==> src/rtl/rf_wb_ctrl_pkg.sv <==
`default_nettype none
// +----------------------------------------------------------------------+
// | rf_wb_ctrl_pkg : shared constants and write-back entry type           |
// | Rev 1.0 - initial release                                             |
// +----------------------------------------------------------------------+
package rf_wb_ctrl_pkg;
  localparam int DATA_W     = 32;
  localparam int NREG       = 32;
  localparam int REG_ADDR_W = 5;

  typedef struct packed {
    logic [REG_ADDR_W-1:0] rd;
    logic [DATA_W-1:0]     data;
  } wb_entry_t;
endpackage
`default_nettype wire

==> src/rtl/rf_wb_ctrl_wb_fifo.sv <==
`default_nettype none
// +----------------------------------------------------------------------+
// | wb_fifo : synchronous FIFO buffering long-latency write-back entries  |
// | Rev 1.0 - initial release                                             |
// +----------------------------------------------------------------------+
module wb_fifo
  import rf_wb_ctrl_pkg::*;
#(
  parameter int DEPTH = 2
) (
  input  logic      clk,
  input  logic      rst,
  input  logic      push,
  input  wb_entry_t push_entry,
  input  logic      pop,
  output wb_entry_t head,
  output logic      full,
  output logic      empty
);
  localparam int PTR_W = (DEPTH > 1) ? $clog2(DEPTH) : 1;
  localparam int CNT_W = $clog2(DEPTH) + 1;
  localparam logic [CNT_W-1:0] C_DEPTH = CNT_W'(DEPTH);

  wb_entry_t        mem_q [DEPTH];
  wb_entry_t        mem_d [DEPTH];
  logic [PTR_W-1:0] rd_ptr_q, rd_ptr_d;
  logic [PTR_W-1:0] wr_ptr_q, wr_ptr_d;
  logic [CNT_W-1:0] count_q, count_d;

  logic do_push;
  logic do_pop;

  assign full    = (count_q == C_DEPTH);
  assign empty   = (count_q == '0);
  assign do_push = push && !full;
  assign do_pop  = pop && !empty;
  assign head    = mem_q[rd_ptr_q];

  // DEPTH is a power of two, so plain pointer increment wraps correctly
  always_comb begin
    mem_d    = mem_q;
    rd_ptr_d = rd_ptr_q;
    wr_ptr_d = wr_ptr_q;
    count_d  = count_q;
    if (do_push) begin
      mem_d[wr_ptr_q] = push_entry;
      wr_ptr_d        = wr_ptr_q + PTR_W'(1);
    end
    if (do_pop) begin
      rd_ptr_d = rd_ptr_q + PTR_W'(1);
    end
    case ({do_push, do_pop})
      2'b10:   count_d = count_q + CNT_W'(1);
      2'b01:   count_d = count_q - CNT_W'(1);
      default: count_d = count_q;
    endcase
  end

  always_ff @(posedge clk or posedge rst) begin
    if (rst) begin
      rd_ptr_q <= '0;
      wr_ptr_q <= '0;
      count_q  <= '0;
    end else begin
      rd_ptr_q <= rd_ptr_d;
      wr_ptr_q <= wr_ptr_d;
      count_q  <= count_d;
    end
  end

  // Storage needs no reset: entries are only read while count is non-zero
  always_ff @(posedge clk) begin
    mem_q <= mem_d;
  end
endmodule
`default_nettype wire

==> src/rtl/rf_wb_ctrl.sv <==
`default_nettype none
// +----------------------------------------------------------------------+
// | rf_wb_ctrl : register-file write-back arbiter with busy scoreboard    |
// | Rev 1.0 - initial release                                             |
// +----------------------------------------------------------------------+
module rf_wb_ctrl
  import rf_wb_ctrl_pkg::*;
#(
  parameter int DATA_W     = rf_wb_ctrl_pkg::DATA_W,
  parameter int NREG       = rf_wb_ctrl_pkg::NREG,
  parameter int FIFO_DEPTH = 2
) (
  input  logic              clk,
  input  logic              rst,
  input  logic              Istall,
  input  logic              Dstall,
  input  logic              wfi_stall,
  input  logic              pipe_valid,
  input  logic [4:0]        pipe_rd,
  input  logic [DATA_W-1:0] pipe_data,
  input  logic              lu_valid,
  input  logic [4:0]        lu_rd,
  input  logic [DATA_W-1:0] lu_data,
  output logic              lu_ready,
  input  logic              iss_valid,
  input  logic [4:0]        iss_rd,
  input  logic [4:0]        hz_addr_1,
  input  logic [4:0]        hz_addr_2,
  output logic              hz_1,
  output logic              hz_2,
  output logic              RF_write,
  output logic [4:0]        write_addr,
  output logic [DATA_W-1:0] write_data
);
  logic      flag_stall;
  logic      pipe_hit;
  logic      fifo_push;
  logic      fifo_pop;
  logic      fifo_full;
  logic      fifo_empty;
  wb_entry_t fifo_head;
  wb_entry_t lu_entry;

  logic            rf_write_q, rf_write_d;
  wb_entry_t       wb_q, wb_d;
  logic [NREG-1:0] busy_q, busy_d;

  assign flag_stall = Istall | Dstall | wfi_stall;
  assign pipe_hit   = pipe_valid && (pipe_rd != 5'd0);
  assign lu_ready   = !fifo_full;
  // rd==0 results complete the handshake but are never stored
  assign fifo_push  = lu_valid && lu_ready && (lu_rd != 5'd0);
  assign fifo_pop   = !flag_stall && !pipe_hit && !fifo_empty;
  assign lu_entry   = '{rd: lu_rd, data: lu_data};

  wb_fifo #(
    .DEPTH(FIFO_DEPTH)
  ) u_wb_fifo (
    .clk       (clk),
    .rst       (rst),
    .push      (fifo_push),
    .push_entry(lu_entry),
    .pop       (fifo_pop),
    .head      (fifo_head),
    .full      (fifo_full),
    .empty     (fifo_empty)
  );

  always_comb begin
    rf_write_d = rf_write_q;
    wb_d       = wb_q;
    if (!flag_stall) begin
      if (pipe_hit) begin
        rf_write_d = 1'b1;
        wb_d       = '{rd: pipe_rd, data: pipe_data};
      end else if (!fifo_empty) begin
        rf_write_d = 1'b1;
        wb_d       = fifo_head;
      end else begin
        rf_write_d = 1'b0;
      end
    end
  end

  // Clear applied before set so a same-cycle reissue keeps the register busy
  always_comb begin
    busy_d = busy_q;
    if (fifo_pop) begin
      busy_d[fifo_head.rd] = 1'b0;
    end
    if (iss_valid && !flag_stall && (iss_rd != 5'd0)) begin
      busy_d[iss_rd] = 1'b1;
    end
    busy_d[0] = 1'b0;
  end

  always_ff @(posedge clk or posedge rst) begin
    if (rst) begin
      rf_write_q <= 1'b0;
      wb_q       <= '0;
      busy_q     <= '0;
    end else begin
      rf_write_q <= rf_write_d;
      wb_q       <= wb_d;
      busy_q     <= busy_d;
    end
  end

  assign hz_1       = (hz_addr_1 != 5'd0) && busy_q[hz_addr_1];
  assign hz_2       = (hz_addr_2 != 5'd0) && busy_q[hz_addr_2];
  assign RF_write   = rf_write_q;
  assign write_addr = wb_q.rd;
  assign write_data = wb_q.data;
endmodule
`default_nettype wire

==> config.mk <==
export PLATFORM = sky130hd
export DESIGN_NAME = rf_wb_ctrl
export DESIGN_NICKNAME = d
export VERILOG_FILES = /design/src/rtl/rf_wb_ctrl_pkg.sv /design/src/rtl/rf_wb_ctrl_wb_fifo.sv /design/src/rtl/rf_wb_ctrl.sv
export SDC_FILE = /design/constraint.sdc
export NUM_CORES = 1
export LEC_CHECK = 0
export ABC_AREA = 1
export BUFFER_PORTS_ARGS = -buffer_cell sky130_fd_sc_hd__buf_2
export CAP_MARGIN = 30
export CORE_MARGIN = 2
export CORE_UTILIZATION = 50
export DETAILED_ROUTE_END_ITERATION = 16
export GPL_TIMING_DRIVEN = 0
export PLACE_DENSITY = 0.73
export SYNTH_ARGS = -nofsm -noshare
export SYNTH_HDL_FRONTEND = slang
export SYNTH_HIERARCHICAL = 1
export SYNTH_SLANG_ARGS = --single-unit
==> constraint.sdc <==
create_clock -name clk -period 6.3 [get_ports clk]
set_clock_uncertainty 0.1 [all_clocks]
set_input_delay 1.26 -clock clk [delete_from_list [all_inputs] [get_ports clk]]
set_output_delay 1.26 -clock clk [all_outputs]
set_load 0.02 [all_outputs]
==> impl_metrics.toml, run 1 <==
[clock_tree]
cts.sinks = 147
cts_made_buffers = 17
clk_pin_slew_ns = 0.06
clock_tree.buffer_depth = 2
post_cts_resized = 0
cts_tree = "built"
htree_levels = 4
post_cts_buffers = 0
cts-root-buf = "clkbuf_16"
clock_latency_ns = 0.41
postCtsHoldBufs = 0

[cells_and_area]
layout.nets = 1127
finish.utilization_pct = 62.7
area_growth_syn_to_layout_pct = 21.7
drive_above_1_share_pct = 20.2

[routing]
wl_per_cell_um = 14.8
avgViaCountPerCell = 4.98
wirelength_um = 18100
antenna_left = 0
num_vias = 6099
first_pass_iters = 5
drc = 0
drtIter0Drc = 367

[yosys]
yosys.cell_count.top_type = "nand2_1"
seq_area_frac_synth_pct = 56.2
synth_flop_cell = "edfxtp_1"
synth_top_area_share_pct = 30.8
ys_types = 27
ys_ff_latch = 147
synth_area_sq_um = 7210
synth_async_sr_flop_share_pct = 49.7
ys_top_cells_by_area = "edfxtp_1 (31%), dfrtp_1 (25%), nand2_1 (20%)"
synth_top_area_cell = "edfxtp_1"
syn_area_per_cell_sq_um = 8.25
ys_warn_count = 6
synth_common_cells = "nand2_1 (393), inv_1 (101), o21ai_0 (82)"
netlist_instances = 874
synth_nets = 972
synth-edff-count = 74

[place]
port_buffers = 135
dp_hpwl_um = 12900
place_congestion = 0.936
preCtsSetupSlack_ns = 2.55

[setup_path]
end_kind = "output pin"
slowest_stage = "buf_4"
worst_ep_required_time_ns = 4.94
cp_max_fo = 10
critical-path-top-delay-family = "buffers and inverters"
critPathBufInv = 4
crit_chain = "buf_2 -> inv_1 -> buf_4 -> nand2_1 -> nand3_1 -> nand3_1 -> nand3_1 -> nand2_1 -> nand2_1 -> nand2_1 -> buf_2"
crit_start = "hz_addr_2[0]"
cp.arrival_ns = 2.41
startpoint_type = "primary input"
crit_top_cell = "nand2_1"
worst-setup-path-type = "in -> out"
timing.rr.start = "u_wb_fifo/rd_ptr_q"
max_stage_delay_ns = 0.21

[pwr]
power.leakage_nw = 4.39
max-vdd-ir-drop_uv = 274
power_mw = 3.47
power-per-cell-area_nw_per_um2 = 395

[sta]
tightest_slew_ns = 0.887
setup_viol_count_final = 0
slew_violations = 0
hold_violations = 0
slew_headroom_pct = 40.8
fmax_ghz = 0.265
rsz0062_at_grt = "no"
finalCriticalPeriod_ns = 3.77
setup-tns-final_ns = 0
worst_slack_ns = 2.53
min_period_over_period_pct = 59.9

[status]
status = "finished clean"

[grt]
antenna_found_initial = 3
grt_max_degree = 70
grt_pass1_vias = 5846
grt_overflow = 0
grt_pass1_wl_um = 29300
grt_util_all_layers_pct = 25.4

[floorplanning]
coreArea_sq_um = 14000
initial_core_util_pct = 51.5
fp-row-count = 43
ios = 138
die-area_sq_um = 15400
die_h_um = 124
die_width_um = 124

[hold_path]
min-delay-start = "write_data[28]"
hp-class = "reg -> reg"

[job]
drv_cap = 0
worst paths after layout:
path | depth (start not counted) | endpoint | slack, ns
worst max-delay path | 11 | hz_2 | 2.53
min in group asynchronous | 2 | u_wb_fifo/count_q[1] | 0.65
worst max register to register | 7 | busy_q[22] | 3.60
worst min-delay path | 2 | write_data[28] | 0.36
max in group asynchronous | 2 | write_data[18] | 4.58
worst min register to register | 2 | write_data[28] | 0.36
worst register-to-register path, cell delays in order, from the launching register on:
cell,delay [ns]
dfrtp_1,0.44
clkbuf_1,0.27
o21ai_0,0.66
inv_1,0.21
nor3_1,0.50
nand2_1,0.10
o21ai_0,0.19
o21ai_1,0.09
logic make-up (layout without fill, tap and decap cells):
group / after synthesis / after routing / share of synthesized area (%)
AOI/OAI and AO/OA: 111 / 111 / 8.02
xor gates and xnor gates: 1 / 1 / 0.121
adders and majority gates: 1 / 1 / 0.173
buffers and inverters: 139 / 307 / 9.21
DFF: 147 / 147 / 56.2
other: 0 / 3 / 0
and+or+nand+nor: 475 / 475 / 26.3
layer usage:
| layer | routed length, um | part of all wire (%) | GRT usage [%] | vias to the layer above |
|---|---|---|---|---|
| met5 | 0 | 0 | 0 | - |
| met4 | 305 | 1.7 | 9.76 | 0 |
| met3 | 1360 | 7.5 | 6.68 | 27 |
| met2 | 8660 | 48 | 42.1 | 195 |
| met1 | 7760 | 43 | 32.1 | 2781 |
| li1 | - | - | - | 3096 |
power breakdown:
| group | internal (mW) | switching, mW |
|---|---|---|
| Clock | 0.691 | 0.373 |
| Sequential | 1.27 | 0.104 |
| Combinational | 0.324 | 0.704 |
registers in the layout (all words and copies together), names as in the netlist:
name	count
u_wb_fifo/wr_ptr_q	1
u_wb_fifo/rd_ptr_q	1
write_addr	5
write_data	32
RF_write	1
busy_q	31
u_wb_fifo/count_q	2
u_wb_fifo/mem_q	74
final cells by class:
type                       instances  area (sq um)
tap                              180           225
clock buffer                      22           474
antenna                            3          7.51
timing repair buffer             136           696
sequential                       147          4050
buffer                            32           263
clock inverter                    10           154
inverter                         107           404
multi-input combinational        588          2500
fill                            1249          5210
metrics by stage:
step	instance area, sq um	std cells	hold WS (ns)
CTS	8770	1222	0.367
global route	8770	1224	0.394
finish	8780	1225	0.362
floorplan	7210	874	0.342
global placement	8110	1189	0.348
detailed placement	8140	1190	0.353
cell usage in the layout, fill, tap and decap left out, types with 4 or more instances in the layout:
cell type / count
nand2_1: 393
buf_2: 144
inv_1: 99
o21ai_0: 82
edfxtp_1: 74
dfrtp_1: 73
nand3_1: 47
o21ai_1: 23
clkbuf_16: 17
buf_6: 15
nor2_1: 14
nor3_1: 10
inv_2: 7
buf_4: 5
clkbuf_1: 5
bufinv_16: 4
(Power assumes the default switching activity.)
==> run 2, diff against run 1 <==
--- a/config.mk
+++ b/config.mk
@@ -5,14 +5,14 @@
 export SDC_FILE = /design/constraint.sdc
 export NUM_CORES = 1
 export LEC_CHECK = 0
-export ABC_AREA = 1
+export ABC_AREA = 0
 export BUFFER_PORTS_ARGS = -buffer_cell sky130_fd_sc_hd__buf_2
 export CAP_MARGIN = 30
 export CORE_MARGIN = 2
 export CORE_UTILIZATION = 50
 export DETAILED_ROUTE_END_ITERATION = 16
 export GPL_TIMING_DRIVEN = 0
-export PLACE_DENSITY = 0.73
+export PLACE_DENSITY = 0.76
 export SYNTH_ARGS = -nofsm -noshare
 export SYNTH_HDL_FRONTEND = slang
 export SYNTH_HIERARCHICAL = 1
==> constraint.sdc (replaced) <==
create_clock -name clk -period 3 [get_ports clk]
set_clock_uncertainty 0.1 [all_clocks]
set_input_delay 0.6 -clock clk [delete_from_list [all_inputs] [get_ports clk]]
set_output_delay 0.6 -clock clk [all_outputs]
set_load 0.02 [all_outputs]
==> run 2 against run 1 <==
Effect of this change: global-route usage down 3.1 points; wire length down 15%; clock power up 110%; die area down 3.5%; register-to-register slack worse by 3.1 ns; sequential share of layout area up 1.4 points; clock-buffer cell count down 1; non-clock buffer count down 8; largest cell class unchanged; highest routed layer unchanged.
==> impl_metrics.toml, run 2 <==
[clock_tree]
cts_made_buffers = 17
clock_latency_ns = 0.43
cts.sinks = 147
clock_tree.buffer_depth = 2
clk_pin_slew_ns = 0.06
htree_levels = 4
cts-root-buf = "clkbuf_16"
cts_tree = "built"

[setup_path]
worst-setup-path-type = "in -> out"
startpoint_type = "primary input"
end_kind = "output pin"
crit_chain = "buf_2 -> mux4_2 -> mux2_2 -> a311o_1 -> buf_2"
crit_top_cell = "buf_2"
max_stage_delay_ns = 0.56
slowest_stage = "mux4_2"
cp_max_fo = 10
cp.arrival_ns = 2.19
reg2reg_setup_slack_ns = 0.54
worst_ep_required_time_ns = 2.30

[routing]
drtIter0Drc = 356
drc = 0
drt-met1-wl_um = 6480
wl_met3_um = 1230
antenna_left = 0
dr.max_layer_used = "met4"
first_pass_iters = 5
avgViaCountPerCell = 5.69
wirelength_um = 15400
dr_wl_met2_um = 7410
num_vias = 4560
wl_per_cell_um = 19.2

[cells_and_area]
area_growth_syn_to_layout_pct = 22.4
final_cells = 802
regMostFlops = "u_wb_fifo/mem_q"
fin_area_sq_um = 8510
nFillCells = 1055
mostFrequentLayoutCell = "buf_2"
finish.utilization_pct = 62.0
seqCellArea_sq_um = 4050
largest_reg_flops = 74
multi_input_area_sq_um = 2720
layout.nets = 707
drive_above_1_share_pct = 48.1
diodes = 0
layout_common_cells = "buf_2 (140), mux2_2 (75), edfxtp_1 (74)"

[place]
place_congestion = 0.914
preCtsSetupSlack_ns = -0.0120
dp.cells = 769
dp_hpwl_um = 10700
place_area_sq_um = 7870
port_buffers = 130

[hold_path]
hp-class = "in -> reg"

[pwr]
power-per-cell-area_nw_per_um2 = 880
combPwrFrac_pct = 30.6
power_mw = 7.49
p_sw_share_pct = 30.8
max-vdd-ir-drop_uv = 585
power.leakage_nw = 3.48
seq_power_share_pct = 39.6
switching_power_mw = 2.30
power_frac_clock_pct = 29.8
p_int_mw = 5.18

[yosys]
synth_area_sq_um = 6950
ys_types = 54
synth_flop_cell = "edfxtp_1"
seq_area_frac_synth_pct = 58.2
synth_top_area_share_pct = 32.0
synth_nets = 556
yosys.cell_count.top_type = "mux2_2"
synth_common_cells = "mux2_2 (75), edfxtp_1 (74), dfrtp_1 (73)"
ys_warn_count = 6
synth-edff-count = 74
ys_top_cells_by_area = "edfxtp_1 (32%), dfrtp_1 (26%), mux2_2 (12%)"
ys_ff_latch = 147
synth_top_area_cell = "edfxtp_1"
synth_async_sr_flop_share_pct = 49.7
syn_area_per_cell_sq_um = 15.2
netlist_instances = 458

[sta]
finalCriticalPeriod_ns = 2.89
worst_slack_ns = 0.108
holdWs_ns = 0.259
min_period_over_period_pct = 96.4
tightest_slew_ns = 0.899
hold_violations = 0
setup-tns-final_ns = 0
rsz0062_at_grt = "no"
fmax_ghz = 0.346
slew_headroom_pct = 40.1
setup_viol_count_final = 0
slew_violations = 0

[floorplanning]
die-area_sq_um = 14900
fp-row-count = 43
die_width_um = 122
die_h_um = 122
coreArea_sq_um = 13700
ios = 138
initial_core_util_pct = 50.7

[grt]
grt_overflow = 0
grt_pass1_wl_um = 24600
grt_pass1_vias = 4695
antenna_found_initial = 0
grt_util_all_layers_pct = 22.3
grt_max_degree = 70

[status]
status = "finished clean"

[job]
drv_cap = 0
## run 2: cell count changes in the layout (fill, tap and decap cells not counted), sizes merged, moves of 8 or more
cell / previous run / this run
nand4: 3 / 22
nand2: 395 / 13
mux4: 0 / 14
inv: 107 / 8
a22o: 0 / 9
nor3: 12 / 4
o21ai: 105 / 3
o2bb2ai: 0 / 18
buf: 165 / 149
mux2: 0 / 114
nand3: 48 / 3
## run 2: final cells by class
type	instances	area share (%)
sequential	147	47.6
multi-input combinational	277	32.0
tap	180	2.65
inverter	6	0.294
timing repair buffer	132	8.09
clock inverter	11	1.73
clock buffer	21	5.66
buffer	28	2.00
## run 2: kinds of logic after synthesis
kind of cell,Yosys count,synth area share [%]
XOR/XNOR,5,0.630
multiplexers,131,24.5
AND/OR/NAND/NOR,94,8.08
buffers and inverters,34,2.72
AO/OA/AOI/OAI,46,5.65
flip-flops,147,58.2
adder cells (fa/ha/maj),1,0.180
## run 2: power groups by stage
stage	Combinational [mW]	Clock, mW	Sequential [mW]
floorplan	1.29	0	3.28
global placement	2.21	0	2.97
detailed placement	2.29	0	3.00
CTS	2.31	2.25	2.97
global route	2.47	2.36	3.03
finish	2.29	2.23	2.97
## run 2: critical path, delay by kind of cell
kind	cells	cell delay (ns)
multiplexers	2	0.83
AO/OA/AOI/OAI	1	0.35
buffers and inverters	2	0.41
## run 2: final timing paths
| path | start | end | depth (start not counted) |
|---|---|---|---|
| min | lu_data[1] | u_wb_fifo/mem_q[1] | 1 |
| min reg2reg | RF_write | RF_write | 1 |
| max | hz_addr_1[0] | hz_1 | 5 |
| max in group asynchronous | rst | write_data[25] | 3 |
| min in group asynchronous | rst | u_wb_fifo/wr_ptr_q | 3 |
| max reg2reg | u_wb_fifo/rd_ptr_q | busy_q[8] | 6 |
## run 2: metal layers
layer	vias up	track usage [%]
li1	2096	-
met2	197	35.2
met5	-	0
met4	0	8.12
met1	2246	28.8
met3	21	7.58
## run 2: what timing repair did
action,4_1_cts,5_1_grt
setup endpoints to repair,1,2
cloned,0,0
hold buffers,1,0
setup buffers,0,0
endpoints found under the hold margin,4,0
resized for setup,1,4
==> run 3, diff against run 2 <==
--- a/config.mk
+++ b/config.mk
@@ -5,9 +5,10 @@
 export SDC_FILE = /design/constraint.sdc
 export NUM_CORES = 1
 export LEC_CHECK = 0
-export ABC_AREA = 0
+export ABC_AREA = 1
 export BUFFER_PORTS_ARGS = -buffer_cell sky130_fd_sc_hd__buf_2
 export CAP_MARGIN = 30
+export CORE_ASPECT_RATIO = 0.8
 export CORE_MARGIN = 2
 export CORE_UTILIZATION = 50
 export DETAILED_ROUTE_END_ITERATION = 16
==> run 3 against run 2 <==
Effect of this change: wire length up 19%; clock power grew 4%; critical endpoint is now busy_q[13]; utilization increased by 0.24 points; worst setup slack improved by 0.20 ns; cell count is 53% higher; total power down 0.97%; global-route usage increased by 2.7 points; combinational power decreased by 4%; sequential power down 2%; non-clock buffer count increased by 10.
==> impl_metrics.toml, run 3 (same netlist as run 1, synthesis figures left out) <==
[routing]
num_vias = 6204
wl_per_cell_um = 14.9
first_pass_iters = 4
avgViaCountPerCell = 5.05
antenna_left = 0
wirelength_um = 18300
drc = 0
drtIter0Drc = 526

[clock_tree]
htree_levels = 4
clock_tree.buffer_depth = 2
clock_latency_ns = 0.42
cts.sinks = 147
cts_tree = "built"
cts_made_buffers = 17
post_cts_resized = 0
clk_pin_slew_ns = 0.06
cts-root-buf = "clkbuf_16"

[grt]
grt_pass1_vias = 6033
grt_overflow = 0
grt_pass1_wl_um = 30200
antenna_found_initial = 0
grt_max_degree = 49
grt_util_all_layers_pct = 25.0

[cells_and_area]
layout.nets = 1129
mostFrequentLayoutCell = "nand2_1"
multi_input_area_sq_um = 2500
regMostFlops = "u_wb_fifo/mem_q"
area_growth_syn_to_layout_pct = 22.6
largest_reg_flops = 74
diodes = 0
seqCellArea_sq_um = 4050
layout_common_cells = "nand2_1 (393), buf_2 (144), inv_1 (99)"
nFillCells = 1205
drive_above_1_share_pct = 20.4

[hold_path]
hp-class = "in -> reg"

[place]
dp_hpwl_um = 13200
port_buffers = 135
place_congestion = 0.886

[setup_path]
end_kind = "flop"
worst-setup-path-type = "reg -> reg"
cp.arrival_ns = 2.88
worst_ep_required_time_ns = 3.19
cp_max_fo = 10
startpoint_type = "flop"

[sta]
rsz0062_at_grt = "no"
slew_violations = 0
setup-tns-final_ns = 0
holdWs_ns = 0.267
slew_headroom_pct = 42.8
tightest_slew_ns = 0.857
fmax_ghz = 0.372
min_period_over_period_pct = 89.6
hold_violations = 0
finalCriticalPeriod_ns = 2.69
setup_viol_count_final = 0

[pwr]
power_mw = 7.42
power.leakage_nw = 4.42
max-vdd-ir-drop_uv = 917
power-per-cell-area_nw_per_um2 = 839

[floorplanning]
initial_core_util_pct = 50.8
die_h_um = 111
die-area_sq_um = 15400
fp-row-count = 39
coreArea_sq_um = 14200
die_width_um = 138
ios = 138

[job]
drv_cap = 0

[status]
status = "finished clean"
run 3: stage by stage:
| step | worst slack [ns] | instances | area, sq um | util (%) |
|---|---|---|---|---|
| floorplan | 0.560 | 874 | 7210 | - |
| global placement | -0.460 | 1193 | 8120 | 57.2 |
| detailed placement | 0.394 | 1195 | 8170 | 57.6 |
| CTS | 0.378 | 1228 | 8840 | 62.3 |
| global route | 0.130 | 1228 | 8840 | 62.3 |
| finish | 0.311 | 1228 | 8840 | 62.3 |
run 3: per-layer routing:
layer / GRT usage [%] / part of all wire [%] / vias up
met5: 0 / 0 / -
met4: 7.21 / 1.0 / 0
met3: 5.63 / 7.6 / 15
met2: 38.4 / 45 / 236
met1: 36.1 / 46 / 2853
li1: - / - / 3100
run 3: power by group:
part | internal [mW] | total, mW | switching [mW] | leakage, nW
logic | 0.685 | 2.19 | 1.51 | 2.47
clock network | 1.48 | 2.33 | 0.845 | 0.311
registers | 2.67 | 2.90 | 0.224 | 1.63
run 3: layout make-up:
class | instances | share of cell area [%]
clock inverter | 15 | 2.63
sequential | 147 | 45.8
multi-input combinational | 588 | 28.3
timing repair buffer | 138 | 8.29
clock buffer | 17 | 4.81
buffer | 32 | 2.97
tap | 184 | 2.60
inverter | 107 | 4.57
run 3: worst max-delay path, cell delays in order, from the launching register on:
cell and delay (ns):
dfrtp_1 0.44, clkbuf_1 0.27, o21ai_0 0.73, inv_1 0.22, nor3_1 0.47, nand2_1 0.10
o21ai_1 0.14, o21ai_0 0.08
run 3: timing repair:
item,in CTS,in global routing
endpoints found under the hold margin,1,0
buffers inserted,0,0
hold buffers,1,0
run 3: worst paths after layout:
kind                                     from                   to  slack, ns  cells past startpoint
setup reg to reg           u_wb_fifo/rd_ptr_q           busy_q[13]       0.31                      7
hold reg to reg                write_data[25]       write_data[25]       0.36                      2
setup / recovery           u_wb_fifo/rd_ptr_q           busy_q[13]       0.31                      7
max in group asynchronous                 rst        write_data[1]       1.64                      4
hold / removal                    lu_data[10]  u_wb_fifo/mem_q[10]       0.27                      1
min in group asynchronous                 rst   u_wb_fifo/rd_ptr_q       0.56                      3
